<file path="config.mk">
export PLATFORM = sky130hd
export DESIGN_NAME = speed_keys
export DESIGN_NICKNAME = d
export VERILOG_FILES = /design/src/rtl/speed_keys.sv
export SDC_FILE = /design/constraint.sdc
export NUM_CORES = 1
export LEC_CHECK = 0
export CAP_MARGIN = 20
export CORE_MARGIN = 3
export CORE_UTILIZATION = 23
export CTS_CLUSTER_DIAMETER = 50
export DETAILED_ROUTE_END_ITERATION = 12
export PLACE_DENSITY = 0.46
export SYNTH_ARGS = -nofsm -noshare
export SYNTH_HDL_FRONTEND = slang
export SYNTH_SLANG_ARGS = --single-unit
</file>
<file path="constraint.sdc">
create_clock -name clk -period 2.1 [get_ports clk]
set_clock_uncertainty 0.05 [all_clocks]
set_input_delay 0.525 -clock clk [delete_from_list [all_inputs] [get_ports clk]]
set_output_delay 0.525 -clock clk [all_outputs]
set_load 0.01 [all_outputs]
</file>
<file path="src/rtl/speed_keys.sv">
`default_nettype none
// =============================================================================
// speed_keys : synchronises and debounces the two speed pushbuttons and turns
//              presses into one-cycle faster/slower request pulses.
//              Optional auto-repeat: define SPEED_KEYS_AUTO_REPEAT_EN.
// Revision   : 1.0
// =============================================================================

module speed_keys #(
    parameter int DEBOUNCE_CYCLES = 500000,
    parameter int REPEAT_DELAY    = 25000000,
    parameter int REPEAT_PERIOD   = 5000000
) (
    input  logic clk,
    input  logic reset_n,
    input  logic key_faster_n,
    input  logic key_slower_n,
    output logic faster,
    output logic slower,
    output logic held
);

    localparam int MAX_A = (DEBOUNCE_CYCLES > REPEAT_DELAY) ? DEBOUNCE_CYCLES : REPEAT_DELAY;
    localparam int MAX_P = (MAX_A > REPEAT_PERIOD) ? MAX_A : REPEAT_PERIOD;
    localparam int CW    = (MAX_P > 2) ? $clog2(MAX_P) : 1;

    localparam logic [CW-1:0] DB_LAST = CW'(DEBOUNCE_CYCLES - 1);

    // Bit 0 is the faster key, bit 1 the slower key; 1 = debounced pressed.
    logic [1:0] w_pressed;

    generate
        for (genvar k = 0; k < 2; k++) begin : g_key
            logic          w_raw_n;
            logic          sync1_q;
            logic          sync2_q;
            logic          stable_q;
            logic          stable_d;
            logic [CW-1:0] cnt_q;
            logic [CW-1:0] cnt_d;

            assign w_raw_n = (k == 0) ? key_faster_n : key_slower_n;

            always_comb begin
                stable_d = stable_q;
                cnt_d    = '0;
                if (sync2_q != stable_q) begin
                    if (cnt_q == DB_LAST) begin
                        stable_d = sync2_q;
                    end else begin
                        cnt_d = cnt_q + 1'b1;
                    end
                end
            end

            always_ff @(posedge clk or negedge reset_n) begin
                if (!reset_n) begin
                    sync1_q  <= 1'b1;
                    sync2_q  <= 1'b1;
                    stable_q <= 1'b1;
                    cnt_q    <= '0;
                end else begin
                    sync1_q  <= w_raw_n;
                    sync2_q  <= sync1_q;
                    stable_q <= stable_d;
                    cnt_q    <= cnt_d;
                end
            end

            assign w_pressed[k] = ~stable_q;
        end
    endgenerate

    typedef enum logic [1:0] {
        IDLE    = 2'd0,
        HELD_F  = 2'd1,
        HELD_S  = 2'd2,
        BLOCKED = 2'd3
    } state_t;

    state_t state_q;
    logic   faster_q;
    logic   slower_q;
    logic   held_q;

    logic w_pf;
    logic w_ps;
    logic w_own;
    logic w_other;

    assign w_pf    = w_pressed[0];
    assign w_ps    = w_pressed[1];
    assign w_own   = (state_q == HELD_F) ? w_pf : w_ps;
    assign w_other = (state_q == HELD_F) ? w_ps : w_pf;

`ifdef SPEED_KEYS_AUTO_REPEAT_EN
    localparam logic [CW-1:0] RD_LAST = CW'(REPEAT_DELAY - 1);
    localparam logic [CW-1:0] RP_LAST = CW'(REPEAT_PERIOD - 1);

    logic [CW-1:0] rep_cnt_q;
    logic          rep_first_q;
    logic          w_rep_due;

    // First repeat waits the long delay, later ones the shorter period.
    assign w_rep_due = (rep_cnt_q == (rep_first_q ? RD_LAST : RP_LAST));
`endif

    always_ff @(posedge clk or negedge reset_n) begin
        if (!reset_n) begin
            state_q     <= IDLE;
            faster_q    <= 1'b0;
            slower_q    <= 1'b0;
            held_q      <= 1'b0;
`ifdef SPEED_KEYS_AUTO_REPEAT_EN
            rep_cnt_q   <= '0;
            rep_first_q <= 1'b1;
`endif
        end else begin
            faster_q <= 1'b0;
            slower_q <= 1'b0;
            case (state_q)
                IDLE: begin
                    if (w_pf && w_ps) begin
                        state_q <= BLOCKED;
                        held_q  <= 1'b1;
                    end else if (w_pf || w_ps) begin
                        state_q     <= w_pf ? HELD_F : HELD_S;
                        faster_q    <= w_pf;
                        slower_q    <= w_ps;
                        held_q      <= 1'b1;
`ifdef SPEED_KEYS_AUTO_REPEAT_EN
                        rep_cnt_q   <= '0;
                        rep_first_q <= 1'b1;
`endif
                    end
                end
                HELD_F, HELD_S: begin
                    if (!w_own) begin
                        state_q <= IDLE;
                        held_q  <= 1'b0;
                    end else if (w_other) begin
                        state_q <= BLOCKED;
`ifdef SPEED_KEYS_AUTO_REPEAT_EN
                    end else if (w_rep_due) begin
                        faster_q    <= (state_q == HELD_F);
                        slower_q    <= (state_q == HELD_S);
                        rep_cnt_q   <= '0;
                        rep_first_q <= 1'b0;
                    end else begin
                        rep_cnt_q <= rep_cnt_q + 1'b1;
`endif
                    end
                end
                BLOCKED: begin
                    if (!w_pf && !w_ps) begin
                        state_q <= IDLE;
                        held_q  <= 1'b0;
                    end
                end
                default: begin
                    state_q <= IDLE;
                    held_q  <= 1'b0;
                end
            endcase
        end
    end

    assign faster = faster_q;
    assign slower = slower_q;
    assign held   = held_q;

endmodule

`default_nettype wire

</file>
==> impl_metrics.ini <==
[clock_network]
cts_tree = done
clkTransAtPathRegs_ns = 0.05
ctsHtreeMaxLevel = 3
cts_buffers = 9
cts_sinks = 61
cts_buffer_depth = 2
cts-root-buf = clkbuf_16
clk_latency_ns = 0.32
post-cts-setup-buffers = 0

[grt]
grtUsageMet1_pct = 12.3
grt_pass1_wl_um = 11500
grt_overflow_total = 0
antenna_found_initial = 0
grt_util_all_layers_pct = 9.43
grt_use_met3_pct = 2.13
grt_use_met2_pct = 14.6
grt.busiest_layer = met2
grt_pass1_vias = 2403
grt_max_degree = 40

[detailed_routing]
routed_via_density = 4.67
drtAntennaViolNets = 0
drt_first_iter_violations = 140
wl_per_cell_um = 12.4
dr.pass1.iters = 4
totalWireLength_um = 6430
vias = 2423
route.detailed.drc = 0

[sta]
slew_headroom_pct = 65.5
tightest_slew_ns = 0.518
finalHoldViolations = 0
setup_viol = 0
fin_crit_sh_pct = 91.6
slew_violations = 0
rsz0062_at_grt = no
fin_tns_setup_ns = 0
max_clock_freq_mhz = 520
finalCriticalPeriod_ns = 1.92

[placement]
gp_congestion = 0.764
dpl-instance-area_um2 = 3480
portBuffers = 6
place_hpwl_um = 4460

[yosys]
yosys-top-cells-count = 55 x dfrtp_1, 38 x nor2_1, 20 x nand2_1
async_flop_share_pct = 100
syn-cell-area_um2 = 3200
ys_warn_count = 0
synthesis.nets = 341
synth_area_leaders = dfrtp_1 43%, dfstp_2 4.9%, nor2_1 4.5%
synth_largest_area_cell = dfrtp_1
synth-seq-cells = 61
syn_area_per_cell_um2 = 9.68
synth_edf_count = 0
yosysMostFrequentCell = dfrtp_1
synth_flop_cell = dfrtp_1
postSynthCellCount = 331
yosysUniqueCellTypes = 42
synth_top_area_share_pct = 43.0
ys_seq_area_share_pct = 47.9

[worst_setup_path]
path_class = flip-flop to flip-flop
end_kind = flip-flop
crit_fanout = 6
arrival_ns = 2.12
required_ns = 2.30
startpoint_type = flip-flop

[floorplanning]
die_w_um = 124
io_pins = 7
core-area_um2 = 13500
die_area_um2 = 15400
start_util_pct = 23.8
rows = 42
die_h_um = 124

[finish]
seq_area_um2 = 1530
finalInstanceArea_um2 = 3750
multi_input_area_um2 = 1550
finalNetCount = 348
n_antenna_cell = 0
fillers = 1437
drive_above_1_share_pct = 13.1
area_delta_synth_final_pct = 17.0

[power_and_ir_drop]
ir_drop_mv = 0.487
leakagePower_nw = 1.45
power.density_nw_per_um2 = 682

[job]
cap_violations = 0

[status]
status = complete, no violations

[worst_hold_path]
hp-class = input pin to asynchronous set/reset pin
report_power, final:
part	internal [mW]	switching, mW
clock	0.788	0.487
combinational	0.0249	0.0523
sequential	1.19	0.0123
layout by cell type, fill, tap and decap left out, drive strengths merged, types with 5 or more instances in the layout:
cell | synthesis | routed
mux2 | 5 | 5
xor2 | 15 | 15
nand3 | 17 | 17
o21ai | 13 | 13
nor4 | 11 | 11
and3 | 7 | 7
nand4 | 17 | 17
o31ai | 10 | 10
ha | 6 | 6
clkdlybuf4s50 | 0 | 5
nor2 | 38 | 38
dfstp | 6 | 6
clkbuf | 9 | 11
xnor2 | 15 | 15
inv | 10 | 10
and4 | 7 | 7
or4 | 11 | 11
nor3 | 6 | 6
dfrtp | 55 | 55
a21oi | 18 | 18
buf | 10 | 10
nand2 | 20 | 20
or3 | 9 | 9
through the flow:
stage / cells / hold WS (ns) / util (%) / power [mW] / setup slack (ns)
floorplan: 331 / 0.179 / - / 1.25 / 0.236
global placement: 503 / 0.297 / 25.9 / 1.30 / 0.200
detailed placement: 503 / 0.299 / 25.9 / 1.31 / 0.138
CTS: 519 / 0.131 / 27.8 / 2.62 / 0.134
global route: 519 / 0.152 / 27.9 / 2.67 / 0.00965
finish: 519 / 0.125 / 27.9 / 2.56 / 0.177
worst paths after layout:
check | from | to | slack [ns] | cells past startpoint
setup / recovery | g_key[0].cnt_q[2] | g_key[0].cnt_q[17] | 0.18 | 4
hold / removal | reset_n | g_key[1].cnt_q[9] | 0.13 | 1
setup reg to reg | g_key[0].cnt_q[2] | g_key[0].cnt_q[17] | 0.18 | 4
hold reg to reg | g_key[0].sync1_q | g_key[0].sync2_q | 0.30 | 0
max in group asynchronous | reset_n | g_key[0].cnt_q[15] | 1.29 | 2
min in group clk | g_key[0].sync1_q | g_key[0].sync2_q | 0.30 | 0
logic make-up (layout without fill, tap and decap cells):
family          after synthesis  in the layout  share of synthesized area, %
flops                        61             61                          47.9
simple gates                154            154                          27.3
compound gates               46             46                          8.59
fa+ha+maj                     6              6                          2.34
buf+inv                      29             41                          3.90
xor+xnor                     30             30                          8.20
mux                           5              5                          1.76
layout make-up:
| cell class | count | area share, % |
|---|---|---|
| flip-flops and latches | 61 | 40.9 |
| inverters | 10 | 1.00 |
| multi-input cells | 241 | 41.3 |
| clock buffers | 11 | 6.21 |
| well taps | 176 | 5.87 |
| repair buffers | 15 | 3.94 |
| clock inverters | 5 | 0.734 |
layer usage:
metal / up-vias / share of wire, %
met1: 1148 / 48
li1: 1218 / -
met5: - / 0
met2: 49 / 46
met4: 0 / 1.8
met3: 8 / 4.0
timing repair:
item                                    4_1_cts  5_1_grt
endpoints found under the setup margin        0        4
hold buffers                                  0        0
resized for setup                             0        1
worst max-delay path, cell delays in order, from the launching register on:
cell and delay [ns]:
dfrtp_1 0.45, nand3_2 0.17, or4_1 0.60, or4_1 0.42
a21oi_1 0.15
flip-flops by register name (all words and copies together) (netlist names):
name / cells
g_key.sync2_q: 2
held: 1
g_key.sync1_q: 2
g_key.stable_q: 2
faster: 1
slower: 1
state_q: 2
g_key.cnt_q: 50
(Power assumes the default switching activity.)
